[config.mk]
export PLATFORM = sky130hd
export DESIGN_NAME = seg_scan_ctrl
export DESIGN_NICKNAME = d
export VERILOG_FILES = /design/src/rtl/seg_scan_ctrl.sv
export SDC_FILE = /design/constraint.sdc
export NUM_CORES = 1
export LEC_CHECK = 0
export ABC_AREA = 1
export CORE_ASPECT_RATIO = 0.8
export CORE_MARGIN = 5
export CORE_UTILIZATION = 40
export CTS_CLUSTER_DIAMETER = 60
export DETAILED_ROUTE_END_ITERATION = 10
export GPL_TIMING_DRIVEN = 0
export PLACE_DENSITY = 0.68
export SETUP_SLACK_MARGIN = 0.2
export SLEW_MARGIN = 15
export SYNTH_ARGS = -nofsm -noshare
export SYNTH_HDL_FRONTEND = slang
export SYNTH_SLANG_ARGS = --single-unit
[constraint.sdc]
create_clock -name CLK -period 1.5 [get_ports CLK]
set_clock_uncertainty 0.1 [all_clocks]
set_input_delay 0.3 -clock CLK [delete_from_list [all_inputs] [get_ports CLK]]
set_output_delay 0.3 -clock CLK [all_outputs]
set_load 0.03 [all_outputs]
[src/rtl/seg_scan_ctrl.sv]
// Time-multiplexed 8-digit 7-segment scan controller with anti-ghost blanking,
// 8-level brightness, per-digit blink and a frame-synchronous pattern update handshake.
module seg_scan_ctrl #(
   parameter int unsigned SCAN_DIV  = 64,
   parameter int unsigned BLANK_CYC = 4,
   parameter int unsigned STEP      = 4,
   parameter int unsigned BLINK_DIV = 32
) (
   input  logic        CLK,
   input  logic        RST,
   input  logic [63:0] PAT_IN,
   input  logic        UPD_REQ,
   output logic        UPD_ACK,
   input  logic [2:0]  BRIGHT,
   input  logic [7:0]  BLINK_EN,
   output logic [7:0]  SEG_OUT,
   output logic [7:0]  DIG_SEL,
   output logic        FRAME_STB
);

   localparam int unsigned SW        = (SCAN_DIV > 1) ? $clog2(SCAN_DIV) : 1;
   localparam logic [SW-1:0] SLOT_LAST = SW'(SCAN_DIV - 1);
   localparam logic [7:0]  FRM_LAST  = 8'(BLINK_DIV - 1);
   localparam logic [7:0]  DASH      = 8'b00000010;

   logic [SW-1:0] slot_q, slot_d;
   logic [2:0]    dig_q, dig_d;
   logic [7:0]    frm_q, frm_d;
   logic          blink_q, blink_d;
   logic [63:0]   shadow_q, shadow_d;
   logic [7:0]    seg_q, seg_d;
   logic [7:0]    sel_q, sel_d;
   logic          ack_q, ack_d;
   logic          stb_q, stb_d;

   logic          frame_end;
   logic [31:0]   slot_w;
   logic [31:0]   lit_end;
   logic          in_win;
   logic          blanked;

   always_comb begin
      frame_end = (dig_q == 3'd7) && (slot_q == SLOT_LAST);

      slot_d  = slot_q + SW'(1);
      dig_d   = dig_q;
      frm_d   = frm_q;
      blink_d = blink_q;
      if (slot_q == SLOT_LAST) begin
         slot_d = '0;
         dig_d  = dig_q + 3'd1;
      end
      if (frame_end) begin
         if (frm_q == FRM_LAST) begin
            frm_d   = '0;
            blink_d = ~blink_q;
         end else begin
            frm_d = frm_q + 8'd1;
         end
      end

      // Shadow only moves at frame end, so a frame never mixes old and new patterns.
      shadow_d = shadow_q;
      ack_d    = 1'b0;
      if (frame_end && UPD_REQ) begin
         shadow_d = PAT_IN;
         ack_d    = 1'b1;
      end
      stb_d = frame_end;
   end

   always_comb begin
      slot_w  = 32'(slot_q);
      lit_end = BLANK_CYC + (32'(BRIGHT) + 32'd1) * STEP;
      in_win  = (slot_w >= BLANK_CYC) && (slot_w < lit_end);
      blanked = blink_q && BLINK_EN[dig_q];

      sel_d = '0;
      seg_d = '0;
      if (in_win && !blanked) begin
         sel_d = 8'b1 << dig_q;
         seg_d = shadow_q[{dig_q, 3'b000} +: 8];
      end
   end

   always_ff @(posedge CLK) begin
      if (RST) begin
         slot_q   <= '0;
         dig_q    <= '0;
         frm_q    <= '0;
         blink_q  <= 1'b0;
         shadow_q <= {8{DASH}};
         seg_q    <= '0;
         sel_q    <= '0;
         ack_q    <= 1'b0;
         stb_q    <= 1'b0;
      end else begin
         slot_q   <= slot_d;
         dig_q    <= dig_d;
         frm_q    <= frm_d;
         blink_q  <= blink_d;
         shadow_q <= shadow_d;
         seg_q    <= seg_d;
         sel_q    <= sel_d;
         ack_q    <= ack_d;
         stb_q    <= stb_d;
      end
   end

   assign SEG_OUT   = seg_q;
   assign DIG_SEL   = sel_q;
   assign UPD_ACK   = ack_q;
   assign FRAME_STB = stb_q;

endmodule

==> results of run 1 <==
## where the power goes
part | switching, mW | leakage (nW) | internal (mW)
Clock | 0.979 | 0.133 | 1.27
Sequential | 0.00766 | 0.809 | 2.66
Combinational | 0.161 | 1.58 | 0.227
## cell usage after synthesis, types with 3 or more instances
| cell | count |
|---|---|
| a21oi_1 | 72 |
| inv_1 | 54 |
| or2_2 | 3 |
| buf_4 | 3 |
| o21ai_0 | 79 |
| o21ai_1 | 3 |
| nand2_1 | 120 |
| buf_1 | 3 |
| nand3_1 | 17 |
| buf_6 | 4 |
| clkbuf_1 | 19 |
| dfxtp_1 | 100 |
| ha_1 | 12 |
| nor2_1 | 72 |
| buf_2 | 6 |
| nor3_1 | 5 |
## per-layer routing
| metal | GRT usage, % | vias to the layer above | wire length [µm] |
|---|---|---|---|
| li1 | - | 2140 | - |
| met1 | 28.2 | 2041 | 6270 |
| met2 | 32.3 | 135 | 6190 |
| met3 | 5.64 | 11 | 990 |
| met4 | 5.19 | 0 | 159 |
| met5 | 0 | - | 0 |
## cell type report
cell class / count / area, µm²
buffer: 35 / 317
clock buffer: 9 / 225
timing repair buffer: 113 / 1080
fill: 896 / 3810
clock inverter: 5 / 55.1
sequential: 100 / 2020
tap: 140 / 175
multi-input combinational: 398 / 2450
inverter: 57 / 238
## sequential cells by signal (all words and copies together), names as in the netlist
register,flops
FRAME_STB,1
DIG_SEL,8
shadow_q,64
blink_q,1
SEG_OUT,8
dig_q,3
UPD_ACK,1
frm_q,8
slot_q,6
## through the flow
step	cells	utilization [%]
2_1_floorplan	590	-
3_3_place_gp	824	54.2
3_5_place_dp	824	54.2
4_1_cts	851	59.5
5_1_grt	857	63.2
6_report	857	63.2
## worst max-delay path by stage
stage	to	cells after the start	slack, ns
final	shadow_q[39]	10	-0.16
after global routing	shadow_q[39]	10	-0.22
after CTS	shadow_q[57]	10	-0.12
after detailed placement	SEG_OUT[3]	9	-0.74
after global placement	SEG_OUT[6]	9	-0.71
after floorplan	shadow_q[29]	10	-0.05
## critical path, delay by kind of cell (launching register included)
kind	cells	cell delay, ns
adder cells (fa/ha/maj)	1	0.15
buffers and inverters	3	0.41
AND/OR/NAND/NOR	6	0.55
flip-flops	1	0.35
## cell families after synthesis
logic type,Yosys count,synth area share [%]
simple gates,223,21.1
compound gates,159,18.8
flops,100,46.6
buf+inv,92,9.23
fa+ha+maj,12,3.49
xor+xnor,4,0.816
## timing repair
action,4_1_cts,5_1_grt
endpoints found under the hold margin,0,0
setup endpoints to repair,113,99
buffers inserted,10,4
cloned,3,2
resized for setup,178,95
pin swaps,12,17
==> flow_metrics.py, run 1 <==
metrics = {
    "critical_path": {
        "cp.arrival_ns": 1.80,
        "cpMaxStageDelayCell": "dfxtp_2",
        "ff2ff_path_depth": 10,
        "worstSetupPathType": "reg2reg",
        "crit_start": "slot_q[1]",
        "cp-start-kind": "flip-flop",
        "reg2reg_to": "shadow_q[39]",
        "cp_max_fo": 8,
        "r2r-start": "slot_q[1]",
        "critPathMaxStageDelay_ns": 0.35,
        "crit_required_ns": 1.65,
        "rrSetupSlack_ns": -0.16,
        "endpoint_kind": "flip-flop",
        "critical_path.cell_chain": "ha_4 -> nand3_4 -> nor2_4 -> nand2_4 -> clkinv_4 -> nand2_8 -> buf_12 -> clkbuf_16 -> nor2_2 -> nor2_1",
    },
    "placed_design": {
        "port_buffers": 94,
        "gp_congestion": 0.936,
        "post-place-ws_ns": -0.739,
        "dp.final_hpwl_um": 9660,
        "dpl_cell_area_um2": 5620,
    },
    "hold_path": {
        "holdPathEnd": "shadow_q[17]",
        "holdCritPathClass": "reg2reg",
        "hp-start": "shadow_q[17]",
        "hold_depth": 2,
    },
    "detailed_routing": {
        "dr_total_vias": 4327,
        "postRouteAntennaNets": 0,
        "first_iter_violations": 259,
        "wl_per_cell_um": 15.9,
        "routed_wl_um": 13600,
        "first_pass_iters": 4,
        "viasPerCell": 5.05,
        "drc": 0,
    },
    "logic_synthesis": {
        "yosys_warnings": 0,
        "synth-edff-count": 0,
        "syn_area_per_cell_um2": 7.28,
        "synth_ff_type": "dfxtp_1",
        "yosysTopAreaCellShare_pct": 46.6,
        "synthCells": 590,
        "yosys.area.top_type": "dfxtp_1",
        "ys_types": 29,
        "netlist_area_um2": 4300,
        "ys_seq_area_share_pct": 46.6,
        "yosys-top-cells-area": "dfxtp_1 (47%), nand2_1 (10%), o21ai_0 (9.2%), a21oi_1 (8.4%), nor2_1 (6.3%)",
        "async_flop_share_pct": 0,
        "synth_fp_nets": 680,
        "ys_ff_latch": 100,
    },
    "floorplanning": {
        "die_y_um": 103,
        "io_pins": 96,
        "core_area_um2": 10400,
        "die_area_um2": 12900,
        "die_w_um": 126,
        "rows": 33,
        "start_util_pct": 41.5,
    },
    "grt": {
        "grt_pass1_vias": 4105,
        "grt_pass1_wl_um": 21000,
        "grt_usage_pct": 20.5,
        "grt_max_degree": 16,
        "antenna_found_initial": 0,
        "grt_overflow": 0,
    },
    "layout": {
        "nets": 804,
        "num_antenna_cells": 0,
        "drive_above_1_share_pct": 29.4,
        "area_delta_synth_final_pct": 52.6,
        "mostFrequentLayoutCells": "nand2_1 (96), dfxtp_1 (94), clkdlybuf4s50_1 (74)",
        "stdcell_area_um2": 6560,
        "layout_commonest_cell": "nand2_1",
    },
    "sta": {
        "final.period_utilization_pct": 110,
        "fin_tns_setup_ns": -7.69,
        "worst_pin_slew_ns": 0.682,
        "holdWs_ns": 0.354,
        "setup_viol": 73,
        "rsz0062_at_grt": "yes",
        "fin_ws_ns": -0.156,
        "max_freq_ghz": 0.604,
        "hold_viol": 0,
        "fin_crit_ns": 1.66,
        "finalMaxSlewViolations": 0,
        "slew-limit-headroom_pct": 54.6,
    },
    "clock_tree": {
        "cts.clk_slew.worst_paths_ns": 0.07,
        "cts-root-buf": "clkbuf_16",
        "clk_latency_ns": 0.35,
        "htree_levels": 3,
        "cts_num_sinks": 100,
        "clock_path_buffers": 2,
        "postCtsHoldBufs": 0,
        "cts_buffers": 9,
        "tritoncts": "done",
    },
    "power_and_ir_drop": {
        "ir_drop_v": 0.000614,
        "p_per_area_nw_per_um2": 809,
        "p_total_mw": 5.30,
        "power_leakage_nw": 2.52,
    },
    "run_status": {
        "status": "finished, violations left",
        "failed_checks": "negative setup slack",
    },
    "flow_run": {
        "maxCapViolations": 0,
    },
}
No activity file was read; power rests on OpenSTA's default activity.
==> run 2: changes to the inputs <==
--- a/config.mk
+++ b/config.mk
@@ -6,13 +6,13 @@
 export NUM_CORES = 1
 export LEC_CHECK = 0
 export ABC_AREA = 1
-export CORE_ASPECT_RATIO = 0.8
+export CORE_ASPECT_RATIO = 0.7
 export CORE_MARGIN = 5
-export CORE_UTILIZATION = 40
+export CORE_UTILIZATION = 45
 export CTS_CLUSTER_DIAMETER = 60
 export DETAILED_ROUTE_END_ITERATION = 10
 export GPL_TIMING_DRIVEN = 0
-export PLACE_DENSITY = 0.68
+export PLACE_DENSITY = 0.75
 export SETUP_SLACK_MARGIN = 0.2
 export SLEW_MARGIN = 15
 export SYNTH_ARGS = -nofsm -noshare
==> flow_metrics.py, run 2 (same netlist as run 1, synthesis figures left out) <==
metrics = {
    "hold_path": {
        "holdPathEnd": "shadow_q[61]",
        "holdCritPathClass": "reg2reg",
        "hp-start": "shadow_q[61]",
        "hold_depth": 2,
    },
    "critical_path": {
        "cp.arrival_ns": 1.87,
        "cp_max_fo": 10,
        "rrSetupSlack_ns": -0.23,
        "reg2reg_to": "shadow_q[20]",
        "worstSetupPathType": "reg2reg",
        "endpoint_kind": "flip-flop",
        "cp-start-kind": "flip-flop",
        "ff2ff_path_depth": 9,
        "r2r-start": "slot_q[1]",
        "crit_required_ns": 1.64,
    },
    "detailed_routing": {
        "first_iter_violations": 360,
        "wl_per_cell_um": 17.5,
        "dr_total_vias": 4509,
        "drc": 0,
        "postRouteAntennaNets": 0,
        "first_pass_iters": 5,
        "routed_wl_um": 14900,
        "viasPerCell": 5.30,
    },
    "sta": {
        "setup_viol": 83,
        "finalMaxSlewViolations": 0,
        "worst_pin_slew_ns": 0.729,
        "slew-limit-headroom_pct": 51.4,
        "fin_crit_ns": 1.73,
        "max_freq_ghz": 0.577,
        "final.period_utilization_pct": 116,
        "hold_viol": 0,
        "fin_tns_setup_ns": -11.63,
        "rsz0062_at_grt": "yes",
        "fin_ws_ns": -0.234,
    },
    "floorplanning": {
        "die_y_um": 91.8,
        "die_w_um": 127,
        "start_util_pct": 46.8,
        "rows": 29,
        "core_area_um2": 9180,
        "die_area_um2": 11600,
        "io_pins": 96,
    },
    "grt": {
        "grt_pass1_vias": 4123,
        "antenna_found_initial": 0,
        "grt_overflow": 0,
        "grt_max_degree": 17,
        "grt_usage_pct": 22.9,
        "grt_pass1_wl_um": 21200,
    },
    "run_status": {
        "failed_checks": "negative setup slack",
        "status": "finished, violations left",
    },
    "placed_design": {
        "port_buffers": 94,
        "dp.final_hpwl_um": 9640,
        "dp.cells": 808,
        "post-place-ws_ns": -0.690,
        "gp_congestion": 0.919,
        "dpl_cell_area_um2": 5600,
    },
    "power_and_ir_drop": {
        "p_per_area_nw_per_um2": 820,
        "power_leakage_nw": 2.63,
        "ir_drop_v": 0.000642,
    },
    "layout": {
        "largest_reg_flops": 64,
        "final_util_pct": 74.9,
        "fillers": 668,
        "regMostFlops": "shadow_q",
        "register_area_um2": 2020,
        "nets": 812,
        "drive_above_1_share_pct": 32.5,
        "multi_input_area_um2": 2520,
        "stdcell_area_um2": 6880,
        "layout_commonest_cell": "nand2_1",
        "num_antenna_cells": 0,
        "area_delta_synth_final_pct": 60.0,
        "instances_no_fill": 851,
        "mostFrequentLayoutCells": "nand2_1 (99), dfxtp_1 (93), clkdlybuf4s50_1 (74)",
    },
    "clock_tree": {
        "cts-root-buf": "clkbuf_16",
        "htree_levels": 3,
        "tritoncts": "done",
        "clock_path_buffers": 2,
        "cts_buffers": 9,
        "cts_num_sinks": 100,
        "postCtsHoldBufs": 0,
        "cts.clk_slew.worst_paths_ns": 0.07,
        "clk_latency_ns": 0.35,
    },
    "flow_run": {
        "maxCapViolations": 0,
    },
}
-- run 2: cell types whose count changed in the layout (fill, tap and decap cells not counted), sizes merged --
cell | before | now
clkbuf | 29 | 34
inv | 54 | 57
bufinv | 1 | 2
clkinvlp | 3 | 0
buf | 54 | 59
clkinv | 4 | 3
-- run 2: final cells by class --
type | instances | area share (%)
Multi-Input combinational cell | 398 | 36.6
Inverter | 57 | 3.55
Timing Repair Buffer | 121 | 17.6
Clock buffer | 11 | 3.68
Clock inverter | 5 | 1.20
Sequential cell | 100 | 29.4
Tap cell | 124 | 2.26
Buffer | 35 | 5.70
-- run 2: worst max path at each step --
stage,start,endpoint,slack (ns)
after global routing,slot_q[1],shadow_q[20],-0.29
after floorplan,slot_q[1],shadow_q[29],-0.05
after CTS,slot_q[0],shadow_q[13],-0.15
after detailed placement,BRIGHT[1],SEG_OUT[7],-0.69
after global placement,BRIGHT[1],DIG_SEL[4],-0.66
final,slot_q[1],shadow_q[20],-0.23
-- run 2: timing repair --
item                                    4_1_cts  5_1_grt
setup buffers                                14        4
gates resized for setup                     206      140
pin swaps                                    17       43
endpoints found under the setup margin      113       98
cloned                                        2        7
-- run 2: through the flow --
step	hold slack [ns]	power [mW]
after floorplan	0.318	2.83
after global placement	0.327	3.07
after detailed placement	0.336	3.07
after CTS	0.357	5.59
after global routing	0.383	5.78
final	0.358	5.64
-- run 2: critical path: stages (launching register included) --
cell and delay (ns):
dfxtp_2 0.36, ha_4 0.15, nand3_4 0.08, nor2_4 0.20, nand2_8 0.10, clkinv_8 0.06
nand2_8 0.09, clkbuf_8 0.21, o21ai_0 0.20, a21oi_1 0.07
-- run 2: where the power goes --
part,internal [mW],switching (mW),total (mW),leakage (nW)
logic,0.229,0.159,0.388,1.65
clock network,1.56,1.02,2.58,0.166
registers,2.66,0.00831,2.67,0.810
-- run 2: per-layer routing --
| metal | up-vias | wire length [µm] | share of wire (%) | GRT usage, % |
|---|---|---|---|---|
| li1 | 2182 | - | - | - |
| met1 | 2107 | 6880 | 46 | 33.7 |
| met2 | 199 | 6570 | 44 | 33.9 |
| met3 | 21 | 1260 | 8.4 | 6.27 |
| met4 | 0 | 194 | 1.3 | 4.29 |
| met5 | - | 0 | 0 | 0 |
==> run 3: changes to the inputs <==
--- a/config.mk
+++ b/config.mk
@@ -8,11 +8,10 @@
 export ABC_AREA = 1
 export CORE_ASPECT_RATIO = 0.7
 export CORE_MARGIN = 5
-export CORE_UTILIZATION = 45
+export CORE_UTILIZATION = 30
 export CTS_CLUSTER_DIAMETER = 60
 export DETAILED_ROUTE_END_ITERATION = 10
 export GPL_TIMING_DRIVEN = 0
-export PLACE_DENSITY = 0.75
 export SETUP_SLACK_MARGIN = 0.2
 export SLEW_MARGIN = 15
 export SYNTH_ARGS = -nofsm -noshare
==> flow_metrics.py, run 3 (same netlist as run 1, synthesis figures left out) <==
metrics = {
    "sta": {
        "rsz0062_at_grt": "yes",
        "setup_viol": 86,
        "final.period_utilization_pct": 113,
        "hold_viol": 0,
        "slew-limit-headroom_pct": 57.7,
        "fin_tns_setup_ns": -11.06,
        "worst_pin_slew_ns": 0.635,
        "max_freq_ghz": 0.589,
        "fin_crit_ns": 1.70,
        "holdWs_ns": 0.347,
        "finalMaxSlewViolations": 0,
        "fin_ws_ns": -0.197,
    },
    "critical_path": {
        "cp.arrival_ns": 1.84,
        "crit_required_ns": 1.64,
        "cp-start-kind": "flip-flop",
        "cp_max_fo": 7,
        "rrSetupSlack_ns": -0.20,
        "endpoint_kind": "flip-flop",
        "worstSetupPathType": "reg2reg",
    },
    "floorplanning": {
        "die_area_um2": 16900,
        "die_w_um": 153,
        "start_util_pct": 30.8,
        "rows": 36,
        "die_y_um": 110,
        "io_pins": 96,
        "core_area_um2": 14000,
    },
    "layout": {
        "largest_reg_flops": 64,
        "num_antenna_cells": 0,
        "fillers": 1369,
        "layout_commonest_cell": "nand2_1",
        "instances_no_fill": 908,
        "area_delta_synth_final_pct": 55.8,
        "nets": 805,
        "drive_above_1_share_pct": 29.1,
        "mostFrequentLayoutCells": "nand2_1 (98), dfxtp_1 (93), clkdlybuf4s50_1 (74)",
        "regMostFlops": "shadow_q",
    },
    "power_and_ir_drop": {
        "p_per_area_nw_per_um2": 826,
        "ir_drop_v": 0.000532,
        "power_leakage_nw": 2.55,
        "p_total_mw": 5.53,
    },
    "grt": {
        "grt_pass1_wl_um": 22300,
        "grt_pass1_vias": 4209,
        "use_met1_pct": 23.7,
        "grt_overflow": 0,
        "grt_max_degree": 16,
        "grtUsageMet3_pct": 4.06,
        "grt_usage_pct": 16.9,
        "top_usage_layer": "met2",
        "grt_use_met2_pct": 26.3,
        "antenna_found_initial": 0,
    },
    "flow_run": {
        "maxCapViolations": 0,
    },
    "detailed_routing": {
        "dr_total_vias": 4236,
        "first_iter_violations": 235,
        "drc": 0,
        "routed_wl_um": 14100,
        "wl_per_cell_um": 15.5,
        "viasPerCell": 4.67,
        "first_pass_iters": 5,
        "postRouteAntennaNets": 0,
    },
    "placed_design": {
        "dp.final_hpwl_um": 10500,
        "port_buffers": 94,
        "gp_congestion": 0.881,
        "post-place-ws_ns": -0.751,
        "dp.cells": 874,
    },
    "clock_tree": {
        "cts_num_sinks": 100,
        "cts.clk_slew.worst_paths_ns": 0.07,
        "clk_latency_ns": 0.35,
        "clock_path_buffers": 2,
        "cts-root-buf": "clkbuf_16",
        "cts_buffers": 9,
        "htree_levels": 3,
        "tritoncts": "done",
        "postCtsHoldBufs": 0,
    },
    "run_status": {
        "failed_checks": "negative setup slack",
        "status": "finished, violations left",
    },
    "hold_path": {
        "holdCritPathClass": "reg2reg",
    },
}
[run 3: cell count changes in the layout (fill, tap and decap cells not counted), moves of 6 or more]
cell	delta
o21ai_1	-32
o21ai_0	+33
nor2_4	+8
a21oi_1	+12
nand3_2	-6
clkbuf_16	-6
a21oi_2	-7
[run 3: stage by stage]
stage / cell area [µm²] / utilization [%]
3_5_place_dp: 5680 / 40.7
5_1_grt: 6700 / 47.9
6_report: 6700 / 47.9
3_3_place_gp: 5680 / 40.7
2_1_floorplan: 4500 / -
4_1_cts: 6360 / 45.6
[run 3: routing by layer]
metal	share of wire (%)	vias up
li1	-	2149
met1	49	1950
met2	44	122
met3	5.3	15
met4	1.2	0
met5	0	-
[run 3: repair_timing]
action,CTS,global route
gates cloned,3,1
buffers inserted,12,4
pin swaps,9,21
gates resized for setup,198,76
endpoints found under the setup margin,113,99
[run 3: worst max-delay path: stages (launching register included)]
cell and delay [ns]:
dfxtp_2 0.35, ha_4 0.15, nand3_4 0.07, nor2_4 0.20, nand2_8 0.09, clkinv_8 0.06, nand2_8 0.09, buf_8 0.18
clkbuf_16 0.16, nor2_2 0.08, nor2_1 0.05
[run 3: area by class of cell]
type	count	area, µm²	area share, %
multi-input combinational	398	2470	36.8
sequential	100	2020	30.1
clock inverter	4	73.8	1.10
timing repair buffer	114	1100	16.4
tap	190	238	3.55
buffer	35	322	4.80
clock buffer	10	239	3.57
inverter	57	240	3.59
[run 3: report_power, final]
part | internal, mW | leakage [nW] | switching, mW
sequential | 2.66 | 0.810 | 0.00803
combinational | 0.228 | 1.59 | 0.161
clock | 1.49 | 0.155 | 0.984
[run 3: worst paths after layout]
path | from | end | cells after the start
worst min-delay path | shadow_q[63] | shadow_q[63] | 2
worst min register to register | shadow_q[63] | shadow_q[63] | 2
worst max register to register | slot_q[1] | shadow_q[29] | 10
worst max-delay path | slot_q[1] | shadow_q[29] | 10
